===== src/rtl/trn_dqsw_seq_pkg.sv =====
// Shared definitions for the trn_* training blocks: sequencer state encoding,
// lane-index width helper and default timing constants.
package trn_dqsw_seq_pkg;

  typedef enum logic [2:0] {
    ST_IDLE   = 3'd0,
    ST_SCAN   = 3'd1,
    ST_TRAIN  = 3'd2,
    ST_SETTLE = 3'd3,
    ST_FINISH = 3'd4
  } trn_state_e;

  localparam logic [15:0] TRN_DEF_TIMEOUT = 16'hFFFF;
  localparam logic [7:0]  TRN_DEF_SETTLE  = 8'd16;

  // Width of a lane index; a single-lane build still gets a 1-bit index.
  function automatic int trn_lane_w(input int n);
    return (n <= 2) ? 1 : $clog2(n);
  endfunction

endpackage


===== src/rtl/trn_dqsw_seq_dly_cnt.sv =====
// trn_dly_cnt: 16-bit loadable down-counter with a zero flag, shared by the
// timeout and settle phases of the lane sequencer.
module trn_dly_cnt (
  input  logic        sclk,
  input  logic        reset_b,
  input  logic        load,
  input  logic [15:0] load_val,
  input  logic        dec,
  output logic        zero
);

  logic [15:0] cnt_q;

  // NOTE: sequential state uses non-blocking assignments so every flop samples
  // pre-edge values; blocking here would create simulation/synthesis races.
  always_ff @(posedge sclk or negedge reset_b) begin
    if (!reset_b) begin
      cnt_q <= '0;
    end else if (load) begin
      cnt_q <= load_val;
    end else if (dec && (cnt_q != 16'd0)) begin
      cnt_q <= cnt_q - 16'd1;
    end
  end

  assign zero = (cnt_q == 16'd0);

endmodule


===== src/rtl/trn_dqsw_seq.sv =====
// Lane sequencer for the DQSW/DQSW270 training engines: trains enabled lanes
// one at a time with a per-lane timeout and an inter-lane settle gap.
module trn_dqsw_seq
  import trn_dqsw_seq_pkg::*;
#(
  parameter int          NUM_LANES     = 4,
  parameter logic [15:0] TIMEOUT       = TRN_DEF_TIMEOUT,
  parameter logic [7:0]  SETTLE_CYCLES = TRN_DEF_SETTLE
) (
  input  logic                                sclk,
  input  logic                                reset_b,
  input  logic                                start,
  input  logic [NUM_LANES-1:0]                lane_en,
  input  logic [NUM_LANES-1:0]                skip_mask,
  input  logic [NUM_LANES-1:0]                lane_done,
  output logic [NUM_LANES-1:0]                lane_train,
  output logic [NUM_LANES-1:0]                lane_skip,
  output logic [trn_lane_w(NUM_LANES)-1:0]    cur_lane,
  output logic                                busy,
  output logic                                all_done,
  output logic                                timeout_err,
  output logic [NUM_LANES-1:0]                err_lanes
);

  localparam int LW = trn_lane_w(NUM_LANES);

  trn_state_e           state_q, state_d;
  logic [LW-1:0]        cur_q, cur_d;
  logic [NUM_LANES-1:0] en_q, skip_q, err_q;
  logic                 capture, err_set;
  logic                 tmr_load, tmr_dec, tmr_zero;
  logic [15:0]          tmr_val;
  logic                 last_lane;

  assign last_lane = (cur_q == LW'(NUM_LANES - 1));

  trn_dly_cnt u_dly_cnt (
    .sclk     (sclk),
    .reset_b  (reset_b),
    .load     (tmr_load),
    .load_val (tmr_val),
    .dec      (tmr_dec),
    .zero     (tmr_zero)
  );

  // NOTE: every signal driven here gets a default first, so no path through the
  // case can leave one unassigned and infer a latch.
  always_comb begin
    state_d  = state_q;
    cur_d    = cur_q;
    capture  = 1'b0;
    err_set  = 1'b0;
    tmr_load = 1'b0;
    tmr_dec  = 1'b0;
    tmr_val  = '0;
    unique case (state_q)
      ST_IDLE: begin
        if (start) begin
          capture = 1'b1;
          cur_d   = '0;
          state_d = ST_SCAN;
        end
      end
      ST_SCAN: begin
        if (en_q[cur_q]) begin
          tmr_load = 1'b1;
          tmr_val  = TIMEOUT;
          state_d  = ST_TRAIN;
        end else if (last_lane) begin
          state_d = ST_FINISH;
        end else begin
          cur_d = cur_q + LW'(1);
        end
      end
      ST_TRAIN: begin
        // A done arriving on the timer's last cycle still counts as success.
        if (lane_done[cur_q]) begin
          tmr_load = 1'b1;
          tmr_val  = 16'(SETTLE_CYCLES);
          state_d  = ST_SETTLE;
        end else if (tmr_zero) begin
          err_set  = 1'b1;
          tmr_load = 1'b1;
          tmr_val  = 16'(SETTLE_CYCLES);
          state_d  = ST_SETTLE;
        end else begin
          tmr_dec = 1'b1;
        end
      end
      ST_SETTLE: begin
        if (!tmr_zero) begin
          tmr_dec = 1'b1;
        end else if (last_lane) begin
          state_d = ST_FINISH;
        end else begin
          cur_d   = cur_q + LW'(1);
          state_d = ST_SCAN;
        end
      end
      ST_FINISH: begin
        state_d = ST_FINISH;
      end
      default: begin
        state_d = ST_IDLE;
      end
    endcase
  end

  always_ff @(posedge sclk or negedge reset_b) begin
    if (!reset_b) begin
      state_q <= ST_IDLE;
      cur_q   <= '0;
      en_q    <= '0;
      skip_q  <= '0;
      err_q   <= '0;
    end else begin
      state_q <= state_d;
      cur_q   <= cur_d;
      if (capture) begin
        en_q   <= lane_en;
        skip_q <= skip_mask;
      end
      if (err_set) begin
        err_q[cur_q] <= 1'b1;
      end
    end
  end

  // Outputs decode from state and lane index only, never from inputs.
  always_comb begin
    lane_train = '0;
    if (state_q == ST_TRAIN) begin
      lane_train[cur_q] = 1'b1;
    end
  end

  assign lane_skip   = skip_q & lane_train;
  assign cur_lane    = cur_q;
  assign busy        = (state_q == ST_SCAN) || (state_q == ST_TRAIN) || (state_q == ST_SETTLE);
  assign all_done    = (state_q == ST_FINISH);
  assign err_lanes   = err_q;
  assign timeout_err = |err_q;

endmodule


===== config.mk =====
export PLATFORM = sky130hd
export DESIGN_NAME = trn_dqsw_seq
export DESIGN_NICKNAME = d
export VERILOG_FILES = /design/src/rtl/trn_dqsw_seq_pkg.sv /design/src/rtl/trn_dqsw_seq_dly_cnt.sv /design/src/rtl/trn_dqsw_seq.sv
export SDC_FILE = /design/constraint.sdc
export NUM_CORES = 1
export LEC_CHECK = 0
export BUFFER_PORTS_ARGS = -buffer_cell sky130_fd_sc_hd__buf_4
export CAP_MARGIN = 20
export CORE_ASPECT_RATIO = 1.5
export CORE_UTILIZATION = 35
export CTS_CLUSTER_SIZE = 20
export DETAILED_ROUTE_END_ITERATION = 10
export PLACE_DENSITY = 0.57
export SLEW_MARGIN = 20
export SYNTH_ARGS = -nofsm -noshare
export SYNTH_HDL_FRONTEND = slang
export SYNTH_SLANG_ARGS = --single-unit

===== constraint.sdc =====
create_clock -name sclk -period 5.5 [get_ports sclk]
set_input_delay 1.1 -clock sclk [delete_from_list [all_inputs] [get_ports sclk]]
set_output_delay 1.1 -clock sclk [all_outputs]
set_load 0.03 [all_outputs]

Word level (Yosys, flattened, before mapping)
Cells that the tools add are included.
- flip-flop bits (word level): 33
- output and inout bits: 17
- logic and storage cells: 71
- $add $sub $neg: 2
- order comparisons: 2
- equality and inequality tests: 10
- multiplexer cells: 37
- bitwise operators: 2
- reductions and logical operators: 12
- operator list (cell ; number):
    16-bit two-way mux ; 3
    16-bit case mux with 2 select lines ; 1
    3-bit two-way mux ; 7
    16-bit logical NOT ; 1
    16-bit nonzero test ; 1
    16-bit by 1-bit subtractor with 16-bit output, second input constant ; 1
    3-bit case mux with 5 select lines ; 1
    1-bit two-way mux ; 12
    5-bit two-way mux ; 2
    2-bit two-way mux ; 4
    4-bit AND reduction ; 2
    3-bit by 2-bit equality test with 1-bit output, second input constant ; 2
    2-bit != test, second input constant ; 3
    3-bit != test, second input constant ; 2
    2-bit case mux with 3 select lines ; 1
    4-bit AND ; 1
    1-bit binary-select mux with 2-bit select ; 2
    4-bit two-way mux ; 1
    4-bit bitwise OR ; 1
    1-bit case mux with 2 select lines ; 2
    4-bit OR reduction ; 1
    3-bit by 1-bit equality test with 1-bit output, second input constant ; 1
    3-bit equality test, second input constant ; 1
    3-bit logical NOT ; 1
    other kinds (9) ; 11

Logic depth before layout (Yosys ltp)
Gate-level depths: netlist of the first run.
- depth in word-level cells: 7
- depth in mapped cells: 8
- depth with buffers taken out: 7

By module
From an unflattened synthesis of the first run, not the netlist that was laid out.
- cells, all modules: 207
- area total of the unflattened synthesis: 1996.9 um^2
- modules (own cells, without submodules) (module ; times used ; cells each ; area an instance (um^2)):
    trn_dly_cnt ; 1 ; 124 ; 1063.5
    trn_dqsw_seq ; 1 ; 83 ; 933.4

Worst setup path after synthesis of the first run
Ideal clock, no wire load.
- path type: input to register
- from: input lane_done[3]
- to: register u_dly_cnt.cnt_q[8]
- setup time: 0.069 ns
- data arrival time: 2.386 ns
- required time: 5.431 ns
- slack: 3.045 ns
- stages on the path: 6
- buffers on the path: 1
- cell sequence: mux4_2 > nand2b_1 > nand2_1 > buf_2 > or3_1 > nand3_1
- cells in the longest elaborated chain, start to end: 6
- RTL lines (item ; line ; source):
    from (decl) ; trn_dqsw_seq.sv:15 ; input logic [NUM_LANES-1:0] lane_done,
    1-bit binary-select mux with 2-bit select (*) ; trn_dqsw_seq.sv:77 ; if (lane_done[cur_q]) begin
    1-bit two-way mux (not written as such) (*) ; trn_dqsw_seq.sv:77 ;
    1-bit two-way mux ; trn_dqsw_seq.sv:77 ;
    1-bit case mux with 2 select lines ; trn_dqsw_seq.sv:56 ; unique case (state_q)
    1-bit logical AND ; trn_dqsw_seq_dly_cnt.sv:21 ; end else if (dec && (cnt_q != 16'd0)) begin
    2-bit nonzero test (no line) ; -- ;
    to (signal assigned) ; trn_dqsw_seq_dly_cnt.sv:20 ; cnt_q <= load_val;
    to (signal assigned) ; trn_dqsw_seq_dly_cnt.sv:22 ; cnt_q <= cnt_q - 16'd1;
    to (decl) ; trn_dqsw_seq_dly_cnt.sv:12 ; logic [15:0] cnt_q;
Every way passes the cells marked *; elsewhere a longest branch is shown, timed or not. The select of a mux whose other input is x is not followed.
A chain may end at the register's enable or synchronous reset.

Worst setup path in the final report of the first run
- from: register state_q[1]
- to: output lane_train[2]
- cells in the longest elaborated chain, start to end: 2
- RTL lines (item ; line ; source):
    from (decl) ; trn_dqsw_seq.sv:27 ; trn_state_e state_q, state_d;
    from (signal assigned) ; trn_dqsw_seq.sv:117 ; state_q <= state_d;
    3-bit by 2-bit equality test with 1-bit output ; trn_dqsw_seq.sv:132 ; if (state_q == ST_TRAIN) begin
    4-bit two-way mux ; trn_dqsw_seq.sv:132 ;
    to (decl) ; trn_dqsw_seq.sv:16 ; output logic [NUM_LANES-1:0] lane_train,
Every way passes these cells.

==> results of run 1 <==
power by group:
part / switching (uW) / internal (uW) / total [uW]
Combinational: 306 / 225 / 530
Sequential: 134 / 348 / 482
Clock: 87.1 / 89.9 / 177
Total: 526 / 663 / 1190
metal layers:
layer,routed length (um),track usage [%],vias up
li1,-,-,768
met5,0,0,-
met2,2580,34.1,59
met1,1760,20.9,816
met3,220,3.85,9
met4,101,6.85,0
sequential cells by signal (all words and copies together), names as in the netlist:
signal,flops
err_lanes,4
u_dly_cnt.cnt_q,16
cur_lane,2
state_q,3
en_q,4
skip_q,4
cell families (layout without fill, tap and decap cells):
| kind of cell | Yosys count | after routing | share of synthesized area, % |
|---|---|---|---|
| flip-flops | 33 | 33 | 44.2 |
| multiplexers | 11 | 11 | 7.77 |
| adder cells (fa/ha/maj) | 6 | 6 | 4.02 |
| buffers and inverters | 11 | 45 | 2.41 |
| AO/OA/AOI/OAI | 43 | 43 | 16.6 |
| AND/OR/NAND/NOR | 80 | 80 | 24.9 |
through the flow:
stage | utilization (%) | worst slack, ns | cells
finish | 43.8 | 2.59 | 286
global route | 43.8 | 2.43 | 286
floorplan | - | 3.04 | 184
detailed placement | 42.1 | 2.63 | 277
global placement | 42.1 | 2.68 | 277
CTS | 43.7 | 2.56 | 285
layout by cell type, fill, tap and decap left out, types with 2 or more instances in the layout:
| master | netlist | layout |
|---|---|---|
| dfrtp_1 | 33 | 33 |
| o221ai_1 | 2 | 2 |
| nor4b_2 | 2 | 2 |
| nand2b_1 | 3 | 3 |
| nor4_1 | 6 | 6 |
| and2_1 | 6 | 6 |
| nand3_1 | 8 | 8 |
| clkbuf_1 | 3 | 3 |
| o311ai_0 | 4 | 4 |
| a31oi_1 | 2 | 2 |
| o21ai_1 | 2 | 2 |
| buf_4 | 0 | 31 |
| a21oi_1 | 5 | 5 |
| nor3_1 | 5 | 5 |
| and3_1 | 6 | 6 |
| o21ai_0 | 7 | 7 |
| inv_1 | 5 | 5 |
| nand2_1 | 12 | 12 |
| or3_1 | 4 | 4 |
| nor2_1 | 15 | 15 |
| or4_1 | 3 | 3 |
| mux2_2 | 8 | 8 |
| ha_1 | 6 | 6 |
| o211ai_1 | 3 | 3 |
| a211o_1 | 3 | 3 |
| mux4_2 | 2 | 2 |
| nand4_1 | 3 | 3 |
| a21o_1 | 6 | 6 |
| clkbuf_8 | 0 | 5 |
worst max path at each step:
stage | slack, ns | startpoint | cells after the start | endpoint
5_1_grt | 2.43 | state_q[1] | 4 | lane_train[0]
2_1_floorplan | 3.04 | lane_done[3] | 6 | u_dly_cnt.cnt_q[8]
3_3_place_gp | 2.68 | lane_done[3] | 6 | u_dly_cnt.cnt_q[12]
6_report | 2.59 | state_q[1] | 4 | lane_train[2]
4_1_cts | 2.56 | state_q[1] | 4 | lane_train[2]
3_5_place_dp | 2.63 | lane_done[3] | 6 | u_dly_cnt.cnt_q[12]
critical path, stage by stage, from the launching register on:
cell and delay, ns:
dfrtp_1 0.50, nand2b_1 0.19, nor2_1 0.44, and2_1 0.23, buf_4 0.17
cell type report:
| type | count | area (um^2) | share of cell area, % |
|---|---|---|---|
| inverters | 5 | 18.8 | 0.837 |
| well taps | 68 | 85.1 | 3.79 |
| clock buffers | 8 | 80.1 | 3.57 |
| repair buffers | 32 | 238 | 10.6 |
| flip-flops and latches | 33 | 826 | 36.8 |
| multi-input cells | 140 | 996 | 44.4 |
==> flow_summary.yaml, run 1 <==
run_status:
  outcome: "finished clean"
placed_design:
  placed_cell_area_um2: 2160
  gp_congestion: 0.858
  port_buffers: 31
  hpwl_um: 3370
cells_and_area:
  num-fill-cells: 547
  final_area_um2: 2240
  diodes: 0
  areaGrowthSynthToFinish_pct: 20.2
  nNetsFinal: 238
  drive_gt1_share_pct: 25.2
hold_path:
  hold_path_end: "err_lanes[1]"
  min-delay-start: "err_lanes[1]"
  hp-class: "reg -> reg"
  hold_depth: 1
timing:
  fin_tns_setup_ns: 0
  setup_viol: 0
  rsz0062_at_grt: "false"
  hold_violations: 0
  tightest_slew_ns: 0.772
  hold_slack_ns: 0.484
  post-route-period-util_pct: 52.9
  slew-limit-headroom_pct: 48.2
  fin_crit_ns: 2.91
  max_freq_mhz: 344
  clock_skew_ns: 0.00718
  slew_violations: 0
yosys:
  yosys.area.top_type_share_pct: 44.2
  syn_nets: 205
  synth_commonest_cells: "dfrtp_1, nor2_1, nand2_1"
  synth_top_area_cell: "dfrtp_1"
  avgSynthCellArea_um2: 10.1
  synthArstFlopShare_pct: 100
  synth_area_leaders: "dfrtp_1, mux2_2, ha_1"
  ys_seq_area_share_pct: 44.2
  ys_warn_count: 0
  synth_seq_cells: 33
  synth_edf_count: 0
  synth_cell_type_count: 45
  synth_most_common_cell: "dfrtp_1"
  synthCells: 184
  yosys_most_used_dff: "dfrtp_1"
  netlist_area_um2: 1870
global_routing:
  grt_pass1_vias: 1690
  overflow: 0
  grt_pass1_wl_um: 7940
  antenna_found_initial: 0
  grt_usage_pct: 19.0
  grt_max_degree: 34
routing:
  drtIter0Drc: 99
  wirelength_um: 4670
  vias: 1652
  routed_via_density: 5.78
  drc: 0
  post_drt_wl_per_cell_um: 16.3
  dr.pass1.iters: 4
  ant_nets: 0
floorplanning:
  start_util_pct: 36.4
  ioPinCount: 32
  die_area_um2: 5640
  die_h_um: 91.4
  die_w_um: 61.6
  rows: 32
  coreArea_um2: 5120
clock_tree:
  clkSlewWorstSetupHoldPaths_ns: 0.07
  clock_path_buffers: 2
  cts_root_buf: "clkbuf_8"
  clk_latency_ns: 0.29
  cts_tree: "yes"
  cts_setup_buffers: 0
  cts_resized: 0
  hold_buffers: 0
  numClockSinks: 33
  htreeDepth: 2
  cts_buffers: 5
power_and_ir_drop:
  p_per_area_nw_per_um2: 530
  vdd_drop_max_mv: 0.266
  p_leak_uw: 0.00102
  power_uw: 1190
critical_path:
  path_max_fanout: 10
  reg2reg_from: "u_dly_cnt.cnt_q[0]"
  crit_arrival_ns: 1.81
  r2r_setup_slack_ns: 3.13
  crit_type: "reg -> out"
  reg2reg_depth: 7
  worst_setup_path_start_kind: "flip-flop"
  rr_endpoint: "u_dly_cnt.cnt_q[14]"
  endpoint_kind: "output pin"
  worst_ep_required_time_ns: 4.40
run:
  maxCapViolCount: 0
(Power assumes the default switching activity.)
==> inputs of run 2 (changes only) <==
==> constraint.sdc (replaced) <==
create_clock -name sclk -period 2.7 [get_ports sclk]
set_input_delay 0.54 -clock sclk [delete_from_list [all_inputs] [get_ports sclk]]
set_output_delay 0.54 -clock sclk [all_outputs]
set_load 0.03 [all_outputs]
==> run 2 against run 1 <==
  * Design area rose by 2.1%
  * Clock skew fell by 0.0013 ns
  * Sequential share of layout area fell by 0.74 points
  * Highest routed layer unchanged
  * Critical endpoint is now lane_train[0]
  * Register-to-register slack got worse by 2.8 ns
  * Critical path depth did not move
  * Critical path type unchanged
  * Combinational power rose by 110%
==> flow_summary.yaml, run 2 (synthesized netlist as in run 1, its figures left out) <==
critical_path:
  path_delay_family: "simple AND/OR/NAND/NOR gates"
  crit_slowest_cell: "dfrtp_1"
  reg2reg_from: "u_dly_cnt.cnt_q[0]"
  path_max_fanout: 10
  cp_num_cells: 4
  cpPeakStageDelay_ns: 0.49
  worst_setup_path_start_kind: "flip-flop"
  cp-endpoint: "lane_train[0]"
  rr_endpoint: "u_dly_cnt.cnt_q[14]"
  crit_start: "state_q[1]"
  crit_arrival_ns: 1.84
  endpoint_kind: "output pin"
  reg2reg_depth: 7
  r2r_setup_slack_ns: 0.33
  crit_type: "reg -> out"
  cp_cell_sequence: "nand2b_1, nor2_1, and2_1, buf_4"
  worst_ep_required_time_ns: 2.16
  crit_buf_inv: 1
power_and_ir_drop:
  p_clk_share_pct: 17.0
  power_uw: 2510
  vdd_drop_max_mv: 0.483
  p_int_uw: 1420
  seqPwrFrac_pct: 38.6
  p_comb_share_pct: 44.4
  switchingPower_uw: 1080
  sw_frac_of_total_pct: 43.2
  p_leak_uw: 0.00105
  p_per_area_nw_per_um2: 1090
cells_and_area:
  drive_gt1_share_pct: 27.6
  areaGrowthSynthToFinish_pct: 22.7
  top_register: "u_dly_cnt.cnt_q"
  layout_common_cells: "buf_4, dfrtp_1, nor2_1"
  finish.utilization_pct: 44.7
  nNetsFinal: 241
  largest_reg_flops: 16
  diodes: 0
  final_area_um2: 2290
  final_common_cell: "buf_4"
floorplanning:
  ioPinCount: 32
  rows: 32
  die_w_um: 61.6
  die_h_um: 91.4
  die_area_um2: 5640
  start_util_pct: 36.4
  coreArea_um2: 5120
routing:
  drtIter0Drc: 42
  wl_met1_um: 1790
  wirelength_um: 4600
  wl_met2_um: 2460
  vias: 1635
  routed_via_density: 5.66
  highest_layer: "met4"
  drc: 0
  post_drt_wl_per_cell_um: 15.9
  dr.pass1.iters: 4
  ant_nets: 0
  routed-wl-met3_um: 200
timing:
  slew-limit-headroom_pct: 61.8
  setup_slack_ns: 0.319
  fin_crit_ns: 2.38
  slew_violations: 0
  tightest_slew_ns: 0.567
  max_freq_mhz: 420
  rsz0062_at_grt: "false"
  fin_tns_setup_ns: 0
  setup_viol: 0
  post-route-period-util_pct: 88.2
  hold_violations: 0
  clock_skew_ns: 0.00587
clock_tree:
  clk_latency_ns: 0.29
  clock_path_buffers: 2
  cts_buffers: 5
  numClockSinks: 33
  cts_tree: "yes"
  hold_buffers: 0
  cts_root_buf: "clkbuf_8"
  cts_resized: 0
  clkSlewWorstSetupHoldPaths_ns: 0.07
  cts_setup_buffers: 0
  htreeDepth: 2
hold_path:
  hp-class: "in -> async"
run:
  maxCapViolCount: 0
placed_design:
  post-place-ws_ns: 0.346
  placed_cell_area_um2: 2190
  gp_congestion: 0.796
  hpwl_um: 3410
  port_buffers: 31
run_status:
  outcome: "finished clean"
global_routing:
  overflow: 0
  grt_pass1_vias: 1666
  grt_usage_pct: 18.7
  antenna_found_initial: 0
  grt_pass1_wl_um: 7800
  grt_max_degree: 34
run 2: cell type report:
class | instances | area (um^2)
fill | 533 | 2840
sequential | 33 | 826
clock inverter | 1 | 5.00
clock buffer | 7 | 96.3
tap | 68 | 85.1
multi-input combinational | 140 | 996
timing repair buffer | 35 | 263
inverter | 5 | 18.8
run 2: power groups by stage:
stage                     Clock [uW]  Combinational (uW)  Sequential, uW
after floorplan                    0                 828             910
after global placement             0                1110             974
after detailed placement           0                1120             973
after CTS                        439                1120             964
after global routing             456                1240            1000
final                            425                1110             968
run 2: per-layer routing:
layer / vias to the layer above / GRT usage [%]
met1: 802 / 20.6
met2: 48 / 32.3
met5: - / 0
li1: 772 / -
met4: 0 / 9.07
met3: 13 / 3.99
run 2: worst min path at each step:
stage                             from                   to
after global placement    err_lanes[0]         err_lanes[0]
after detailed placement  err_lanes[0]         err_lanes[0]
after CTS                      reset_b  u_dly_cnt.cnt_q[11]
after floorplan                reset_b          cur_lane[0]
after global routing           reset_b  u_dly_cnt.cnt_q[15]
final                          reset_b  u_dly_cnt.cnt_q[11]
run 2: worst reg2reg max path: cells and delay by family, from the launching register on:
family,cells,cell delay (ns)
simple gates,3,0.92
compound gates,2,0.56
flops,1,0.42
fa+ha+maj,1,0.23
buf+inv,1,0.12
run 2: metrics by stage:
| stage | std cells | hold slack (ns) |
|---|---|---|
| 2_1_floorplan | 184 | 0.244 |
| 3_3_place_gp | 281 | 0.462 |
| 3_5_place_dp | 281 | 0.471 |
| 4_1_cts | 289 | 0.203 |
| 5_1_grt | 289 | 0.231 |
| 6_report | 289 | 0.189 |
